--- src/rtl/alu_decode_stage.sv ---
// -----------------------------------------------------------------------------
// alu_decode_stage
//
// Decode stage sitting between fetch and execute. It takes RV32I OP and OP-IMM
// instruction words and turns them into the bundle the execute-stage ALU
// consumes: 6-bit function code, register indices, immediate and B-operand
// select. Anything the ALU cannot execute is flagged illegal but still flows
// downstream so the exception can be raised in program order.
//
// Handshake: valid/ready on both sides, all outputs registered. A one-entry
// skid buffer absorbs the instruction that arrives in the same cycle the
// execute stage stalls, so in_ready can itself be a flop without losing
// throughput.
//
// Optional feature macro: ALU_DEC_PERF_EN
//   When defined, two 32-bit wrapping counters are added as outputs:
//   perf_decoded (bundles taken downstream) and perf_illegal (of those, the
//   ones flagged illegal). They are cleared only by n_rst, never by flush.
//
// Ports:
//   clk          clock
//   n_rst        asynchronous active-low reset
//   flush        drop everything held or arriving this cycle (redirect)
//   in_valid     instruction present from fetch
//   in_instr     RV32I instruction word
//   in_ready     stage can accept (registered)
//   out_valid    decoded bundle present
//   out_ready    execute stage accepts
//   out_fn       ALU function code
//   out_rs1      source register 1
//   out_rs2      source register 2 (0 when out_use_imm)
//   out_rd       destination register
//   out_imm      sign-extended I-immediate, or zero-extended shamt for shifts
//   out_use_imm  B operand is the immediate
//   out_illegal  instruction not supported by this ALU
//   perf_decoded bundles accepted downstream     (ALU_DEC_PERF_EN only)
//   perf_illegal illegal bundles accepted        (ALU_DEC_PERF_EN only)
// -----------------------------------------------------------------------------
module alu_decode_stage #(
    parameter int XLEN = 32
) (
    input  logic            clk,
    input  logic            n_rst,
    input  logic            flush,
    input  logic            in_valid,
    input  logic [31:0]     in_instr,
    output logic            in_ready,
    output logic            out_valid,
    input  logic            out_ready,
    output logic [5:0]      out_fn,
    output logic [4:0]      out_rs1,
    output logic [4:0]      out_rs2,
    output logic [4:0]      out_rd,
    output logic [XLEN-1:0] out_imm,
    output logic            out_use_imm,
    output logic            out_illegal
`ifdef ALU_DEC_PERF_EN
    ,
    output logic [31:0]     perf_decoded,
    output logic [31:0]     perf_illegal
`endif
);

    // ALU function codes. CMPEQ (6'b000011) and CMPLE (6'b000111) also
    // exist in the ALU but no RV32I OP/OP-IMM instruction maps onto them.
    localparam logic [5:0] FN_NONE  = 6'b000000;
    localparam logic [5:0] FN_ADD   = 6'b010000;
    localparam logic [5:0] FN_SUB   = 6'b010001;
    localparam logic [5:0] FN_AND   = 6'b101000;
    localparam logic [5:0] FN_OR    = 6'b101110;
    localparam logic [5:0] FN_XOR   = 6'b100110;
    localparam logic [5:0] FN_SLL   = 6'b110000;
    localparam logic [5:0] FN_SRL   = 6'b110001;
    localparam logic [5:0] FN_SRA   = 6'b110011;
    localparam logic [5:0] FN_CMPLT = 6'b000101;

    localparam logic [6:0] OPC_OP    = 7'b0110011;
    localparam logic [6:0] OPC_OPIMM = 7'b0010011;
    localparam logic [6:0] F7_BASE   = 7'b0000000;
    localparam logic [6:0] F7_ALT    = 7'b0100000;

    typedef struct packed {
        logic [5:0]      fn;
        logic [4:0]      rs1;
        logic [4:0]      rs2;
        logic [4:0]      rd;
        logic [XLEN-1:0] imm;
        logic            use_imm;
        logic            illegal;
    } bundle_t;

    // Pure decode of one instruction word. Register fields are always passed
    // through; fn/imm/use_imm are only filled in for a supported encoding.
    function automatic bundle_t decode_instr(input logic [31:0] instr);
        bundle_t    d;
        logic [6:0] opcode;
        logic [2:0] funct3;
        logic [6:0] funct7;
        logic [5:0] fn;
        logic       ok;
        logic       shift;
        opcode    = instr[6:0];
        funct3    = instr[14:12];
        funct7    = instr[31:25];
        d         = '0;
        d.rd      = instr[11:7];
        d.rs1     = instr[19:15];
        d.rs2     = instr[24:20];
        d.illegal = 1'b1;
        fn        = FN_NONE;
        ok        = 1'b0;
        shift     = 1'b0;
        case (opcode)
            OPC_OP: begin
                case (funct3)
                    3'b000: begin
                        if (funct7 == F7_BASE) begin
                            fn = FN_ADD;
                            ok = 1'b1;
                        end else if (funct7 == F7_ALT) begin
                            fn = FN_SUB;
                            ok = 1'b1;
                        end else begin
                            ok = 1'b0;
                        end
                    end
                    3'b001: begin fn = FN_SLL;   ok = (funct7 == F7_BASE); end
                    3'b010: begin fn = FN_CMPLT; ok = (funct7 == F7_BASE); end
                    3'b011: begin fn = FN_NONE;  ok = 1'b0; end // SLTU: no unsigned compare
                    3'b100: begin fn = FN_XOR;   ok = (funct7 == F7_BASE); end
                    3'b101: begin
                        if (funct7 == F7_BASE) begin
                            fn = FN_SRL;
                            ok = 1'b1;
                        end else if (funct7 == F7_ALT) begin
                            fn = FN_SRA;
                            ok = 1'b1;
                        end else begin
                            ok = 1'b0;
                        end
                    end
                    3'b110: begin fn = FN_OR;  ok = (funct7 == F7_BASE); end
                    3'b111: begin fn = FN_AND; ok = (funct7 == F7_BASE); end
                    default: begin fn = FN_NONE; ok = 1'b0; end
                endcase
                if (ok) begin
                    d.fn      = fn;
                    d.illegal = 1'b0;
                end else begin
                    d.illegal = 1'b1;
                end
            end
            OPC_OPIMM: begin
                case (funct3)
                    3'b000: begin fn = FN_ADD;   ok = 1'b1; end
                    3'b001: begin fn = FN_SLL;   ok = (funct7 == F7_BASE); shift = 1'b1; end
                    3'b010: begin fn = FN_CMPLT; ok = 1'b1; end
                    3'b011: begin fn = FN_NONE;  ok = 1'b0; end // SLTIU: no unsigned compare
                    3'b100: begin fn = FN_XOR;   ok = 1'b1; end
                    3'b101: begin
                        shift = 1'b1;
                        if (funct7 == F7_BASE) begin
                            fn = FN_SRL;
                            ok = 1'b1;
                        end else if (funct7 == F7_ALT) begin
                            fn = FN_SRA;
                            ok = 1'b1;
                        end else begin
                            ok = 1'b0;
                        end
                    end
                    3'b110: begin fn = FN_OR;  ok = 1'b1; end
                    3'b111: begin fn = FN_AND; ok = 1'b1; end
                    default: begin fn = FN_NONE; ok = 1'b0; end
                endcase
                if (ok) begin
                    d.fn      = fn;
                    d.illegal = 1'b0;
                    d.use_imm = 1'b1;
                    d.rs2     = 5'd0;
                    // Shifts carry the 5-bit shamt; funct7 lives in the
                    // upper immediate bits and must not be sign-extended.
                    if (shift) begin
                        d.imm = {{(XLEN-5){1'b0}}, instr[24:20]};
                    end else begin
                        d.imm = {{(XLEN-12){instr[31]}}, instr[31:20]};
                    end
                end else begin
                    d.illegal = 1'b1;
                end
            end
            default: begin
                d.illegal = 1'b1;
            end
        endcase
        return d;
    endfunction

    bundle_t out_bundle_r;
    bundle_t out_bundle_s;
    bundle_t skid_bundle_r;
    bundle_t skid_bundle_s;
    bundle_t dec_s;
    logic    out_valid_r;
    logic    out_valid_s;
    logic    skid_valid_r;
    logic    skid_valid_s;
    logic    in_ready_r;
    logic    in_ready_s;
    logic    in_fire_s;
    logic    out_fire_s;
    logic    out_free_s;

    // Decode the incoming word and derive the handshake events of this cycle.
    always_comb begin
        dec_s      = decode_instr(in_instr);
        in_fire_s  = in_valid & in_ready_r;
        out_fire_s = out_valid_r & out_ready;
        // The output register can be overwritten when empty or being drained.
        out_free_s = ~out_valid_r | out_ready;
    end

    // Next-state for output register and skid entry; flush wins over all.
    always_comb begin
        out_bundle_s  = out_bundle_r;
        out_valid_s   = out_valid_r;
        skid_bundle_s = skid_bundle_r;
        skid_valid_s  = skid_valid_r;
        if (flush) begin
            out_valid_s  = 1'b0;
            skid_valid_s = 1'b0;
        end else if (out_free_s) begin
            // Skid is older than anything at the input; while it is full
            // in_ready is low, so no new word can arrive in that case.
            if (skid_valid_r) begin
                out_bundle_s = skid_bundle_r;
                out_valid_s  = 1'b1;
                skid_valid_s = 1'b0;
            end else if (in_fire_s) begin
                out_bundle_s = dec_s;
                out_valid_s  = 1'b1;
            end else begin
                out_valid_s  = 1'b0;
            end
        end else begin
            // Output stalled: park an arriving word in the skid entry.
            if (in_fire_s) begin
                skid_bundle_s = dec_s;
                skid_valid_s  = 1'b1;
            end else begin
                skid_valid_s  = skid_valid_r;
            end
        end
        in_ready_s = ~skid_valid_s;
    end

    // Pipeline state registers. in_ready stays low during reset and rises on
    // the first clock after release.
    always_ff @(posedge clk or negedge n_rst) begin
        if (!n_rst) begin
            out_bundle_r  <= '0;
            out_valid_r   <= 1'b0;
            skid_bundle_r <= '0;
            skid_valid_r  <= 1'b0;
            in_ready_r    <= 1'b0;
        end else begin
            out_bundle_r  <= out_bundle_s;
            out_valid_r   <= out_valid_s;
            skid_bundle_r <= skid_bundle_s;
            skid_valid_r  <= skid_valid_s;
            in_ready_r    <= in_ready_s;
        end
    end

    assign in_ready    = in_ready_r;
    assign out_valid   = out_valid_r;
    assign out_fn      = out_bundle_r.fn;
    assign out_rs1     = out_bundle_r.rs1;
    assign out_rs2     = out_bundle_r.rs2;
    assign out_rd      = out_bundle_r.rd;
    assign out_imm     = out_bundle_r.imm;
    assign out_use_imm = out_bundle_r.use_imm;
    assign out_illegal = out_bundle_r.illegal;

`ifdef ALU_DEC_PERF_EN
    logic [31:0] perf_decoded_r;
    logic [31:0] perf_illegal_r;

    // Downstream acceptance counters; wrap naturally and ignore flush.
    always_ff @(posedge clk or negedge n_rst) begin
        if (!n_rst) begin
            perf_decoded_r <= 32'd0;
            perf_illegal_r <= 32'd0;
        end else if (out_fire_s) begin
            perf_decoded_r <= perf_decoded_r + 32'd1;
            if (out_bundle_r.illegal) begin
                perf_illegal_r <= perf_illegal_r + 32'd1;
            end else begin
                perf_illegal_r <= perf_illegal_r;
            end
        end else begin
            perf_decoded_r <= perf_decoded_r;
            perf_illegal_r <= perf_illegal_r;
        end
    end

    assign perf_decoded = perf_decoded_r;
    assign perf_illegal = perf_illegal_r;
`else
    // Handshake event only feeds the counters; keep it referenced.
    logic unused_s;
    assign unused_s = out_fire_s;
`endif

endmodule

--- config.mk ---
export PLATFORM = sky130hd
export DESIGN_NAME = alu_decode_stage
export DESIGN_NICKNAME = d
export VERILOG_FILES = /design/src/rtl/alu_decode_stage.sv
export SDC_FILE = /design/constraint.sdc
export NUM_CORES = 1
export LEC_CHECK = 0
export CORE_ASPECT_RATIO = 2
export CORE_UTILIZATION = 35
export DETAILED_ROUTE_END_ITERATION = 6
export DONT_BUFFER_PORTS = 1
export HOLD_SLACK_MARGIN = 0.02
export REMOVE_ABC_BUFFERS = 1
export SLEW_MARGIN = 10
export SYNTH_ARGS = -nofsm -noshare
export SYNTH_HDL_FRONTEND = slang
export SYNTH_SLANG_ARGS = --single-unit
--- constraint.sdc ---
create_clock -name clk -period 2.8 [get_ports clk]
set_input_delay 0.42 -clock clk [delete_from_list [all_inputs] [get_ports clk]]
set_output_delay 0.42 -clock clk [all_outputs]
set_load 0.05 [all_outputs]
* Yosys cells after proc, flatten, opt, wreduce, memory -nomap -nowiden *
Index checks and enable logic that the tools add are counted.

operators by class
  equal/unequal tests = 10
  muxes and demuxes = 34
  bitwise logic cells = 6
  reductions and logical operators = 10

operators with widths
  operator              count
  $mux W55              2
  $pmux W6 S8           2
  $mux W33              2
  $mux W32              1
  $mux W6               4
  $mux W5               4
  $mux W1               15
  $eq A7 B6 Y1 const B  2
  $eq A3 B3 Y1 const B  4
  $pmux W6 S2           1
  $reduce_or A5 Y1      2
  $eq A7 B5 Y1 const B  1
  $logic_not A7 Y1      1
  $eq A3 B2 Y1 const B  2
  $reduce_and A3 Y1     2
  $not A1 Y1            4
  $pmux W1 S4           1
  $reduce_bool A2 Y1    2
  $reduce_or A2 Y1      2
  $eq A3 B1 Y1 const B  1
  $logic_not A3 Y1      1
  $pmux W1 S3           1
  $pmux W1 S2           1
  $and A1 B1 Y1         1
  $or A1 B1 Y1          1

word-level totals
  register bits after elaboration = 113
  output and inout bits = 57
  logic and storage cells = 77

* Longest topological paths before layout *
  depth in word-level cells = 9
  mapped depth = 7
  mapped depth without buffers = 5

* Least setup slack after synthesis *
No wires, ideal clock.

  kind = input-to-reg
  start point = in in_instr[25]
  end point = reg out_bundle_r (netlist bit out_fn[0])
  arrival = 2,206 ps
  data required time = 2,704 ps
  path slack = 498 ps
  cell stages on the path = 6
  cell sequence = or4_4 o311a_4 or3_1 clkbuf_2 a2bb2oi_1 o31ai_1

between the ends
  word-level cells in the longest chain between the ends = 9

RTL lines
  item                                        line           RTL
  start, declared                             46             input logic [31:0] in_instr,
  $eq A7 B6 Y1                                120, 135, 165
  $mux W1                                     120, 135, 165
  $mux W1                                     132            if (funct7 == F7_BASE) begin
  $pmux W1 S4 or $pmux W1 S3 (tied branches)  154, 115
  $mux W1                                     113            case (opcode)
  $mux W6, on equally long branches           176, 146
  $pmux W6 S2 *                               113
  $mux W55 *                                  239            end else if (in_fire_s) begin
  $mux W55 *                                  235            if (skid_valid_r) begin
  end signal, assigned                        267            out_bundle_r <= out_bundle_s;
  end, declared                               199            bundle_t out_bundle_r;

Mark *: on every way between the ends. The rest lies on a longest branch, timed or not. The select of a mux whose other input is x is not followed.
A chain may end at the register's enable or synchronous reset.

==> qor.yml <==
routing:
  ant_nets: 0
  drt-vias-per-instance: 5.34
  drt_first_pass_iters: 5
  drc: 0
  wl_per_cell_um: 18.5
  drt-initial-drc-count: 116
  wl_mm: 8.54
  vias: 2474
final_layout:
  area_delta_synth_final_pct: 13.1
  mostFrequentLayoutCells: "dfrtp_1, nand2_1, o21ai_0"
  nets: 365
  layout-drive-gt1-share_pct: 14.4
  final_common_cell: "dfrtp_1"
  multi_input_area_mm2: 0.00135
  fillers: 943
  seq_area_mm2: 0.00183
  diodes: 0
  fin_cells: 463
sta:
  fin_crit_sh_pct: 76.3
  maxSlewHeadroom_pct: 57.5
  finClkSkew_ns: 0.00761
  finalSetupViolCount: 0
  tns_ns: 0
  worst_slew_pin_slew_ns: 0.638
  rsz0062_at_grt: "no"
  final-hold-violation-count: 0
  min_period_ns: 2.14
  drv_slew: 0
  setup_slack_ns: 0.664
  hold_ws_ns: 0.142
  clock.fmax_mhz: 468
clock_tree:
  cts_resized: 0
  clkSinkCount: 73
  path_clk_slew_ns: 0.06
  post_cts_buffers: 0
  clockRootBuffer: "clkbuf_16"
  clkLatencyLatePin_ns: 0.33
  cts_tree: "done"
  htreeDepth: 3
  cts-buffers-inserted: 9
  cts_buffer_depth: 2
  ctsHoldBuffers: 2
die:
  die_y_um: 142
  ioPinCount: 94
  core-area_mm2: 0.00945
  start_util_pct: 36.4
  rows: 50
  die-area_mm2: 0.0102
  die_w_um: 72.1
job:
  drv_cap: 0
setup_path:
  critical_path_depth: 1
  startpoint_type: "flop"
  critical-path-top-delay-family: "flip-flops"
  crit_type: "reg -> out"
  slowest_delay_ns: 0.84
  crit_arrival_ns: 1.72
  slowest_stage: "dfrtp_4"
  crit_required_ns: 2.38
  cp_cell_sequence: "buf_16"
  cp.buffers_inverters: 1
  cp-end-kind: "primary output"
  cp_max_fo: 10
  ff2ff_path_depth: 5
synthesis:
  yosysWarnings: 0
  ys_ff_latch: 73
  synth-xor-area-share_pct: 0.255
  synth_edf_count: 0
  syn-cell-area_mm2: 0.00344
  synth_compound_area_share_pct: 18.4
  synth_area_per_cell_um2: 10.0
  seq_area_frac_synth_pct: 53.1
  synth.distinct_cells: 39
  synth_fa_ha_area_share_pct: 0
  synth_top_family_by_area: "compound AO/OA/AOI/OAI gates"
  synth_ff_type: "dfrtp_1"
  synth_simple_gate_area_share_pct: 13.9
  syn_inst: 344
  async_reset_ff_share_pct: 100
  synthMuxAreaShare_pct: 6.48
placement:
  dp_hpwl_mm: 5.69
  numPortBuffers: 0
  gp_congestion: 0.793
  dp.cells: 445
  pre_cts_ws_ns: 0.438
global_routing:
  grt_pass1_vias: 2497
  overflow: 0
  grtUsageTotal_pct: 17.6
  antenna_found_initial: 0
  grt_max_degree: 74
  grt_pass1_wl_mm: 13.1
worst_hold_path:
  min_path_type: "in -> reg"
  hold_depth: 1
power_and_ir_drop:
  power_density_mw_per_mm2: 829
  leakage_nw: 1.73
  ir_worst_vdd_mv: 0.546
status:
  status: "complete, no violations"
-- per-layer routing --
metal	wire [µm]	part of all wire, %	GRT usage (%)	vias up
met2	4700	55	31.2	83
met5	0	0	0	-
met3	509	6.0	5.17	18
met1	3080	36	18.0	1214
li1	-	-	-	1159
met4	262	3.1	9.49	0
-- per-stage QoR --
| stage | utilization, % | cell area [µm²] | power, mW |
|---|---|---|---|
| after floorplan | - | 3200 | 1.78 |
| after global placement | 37.1 | 3510 | 1.87 |
| after detailed placement | 37.1 | 3510 | 1.89 |
| after CTS | 41.2 | 3890 | 3.26 |
| after global routing | 41.2 | 3890 | 3.34 |
| final | 41.2 | 3890 | 3.22 |
-- sequential cells by signal, indices dropped and copies added, names as in the netlist, 5 cells and up --
register	count
skid_bundle_r	35
out_rs2	5
out_rd	5
out_fn	6
out_rs1	5
out_imm	12
-- final cells by class --
cell class              instances  share of cell area, %
multi-input cells             219                   34.6
repair buffers                 15                   4.31
clock buffers                  10                   5.89
inverters                      10                  0.966
clock inverters                 6                   2.96
well taps                     130                   4.18
flip-flops and latches         73                   47.1
-- Yosys cell counts, types with 2 or more instances --
cell       n  area, µm²
nor2_1    14       52.6
a22o_1     7       61.3
nand2_1   43        161
nor2b_1    3       18.8
o211ai_1   3       22.5
or2_2      2       12.5
a21oi_1   27        135
inv_1     10       37.5
nor3_1     4       20.0
mux2i_1   11        110
nand2b_1   2       12.5
mux2_2    10        113
o21ai_0   39        195
nand3_1    2       10.0
clkbuf_1  21       78.8
buf_4     20        150
and3_1    14       87.6
or3_1      3       18.8
dfrtp_1   73       1830
o22ai_1    7       43.8
or4_1      2       15.0
o31ai_1   10       75.1
-- report_power, final --
part	leakage [nW]	switching, mW	internal, mW
Combinational	0.620	0.285	0.119
Sequential	0.943	0.313	1.17
Clock	0.163	0.461	0.876
-- worst reg2reg max path, stage by stage, from the launching register on --
cell and delay [ns]:
dfrtp_1 0.65, a21oi_1 0.21, nor3_2 0.19, nand2b_1 0.15, or4_1 0.59, o22ai_1 0.22
-- cell families (layout without fill, tap and decap cells) --
family / Yosys count / count (layout)
DFF: 73 / 73
AOI/OAI and AO/OA: 101 / 101
buffers and inverters: 52 / 41
and+or+nand+nor: 96 / 96
xor gates and xnor gates: 1 / 1
muxes: 21 / 21
-- path summary, 6_finish.rpt --
kind,from,endpoint,slack [ns]
min reg2reg,skid_bundle_r[54]$_DFFE_PN0P_,skid_bundle_r[54]$_DFFE_PN0P_,0.47
min,flush,out_valid$_DFFE_PN0N_,0.14
max,out_imm[30]$_DFFE_PN0P_,out_imm[11],0.66
min in group asynchronous,n_rst,skid_bundle_r[35]$_DFFE_PN0P_,0.64
max reg2reg,in_ready$_DFF_PN0_,out_imm[30]$_DFFE_PN0P_,0.71
max in group asynchronous,n_rst,out_imm[30]$_DFFE_PN0P_,1.82
(Power assumes the default switching activity.)
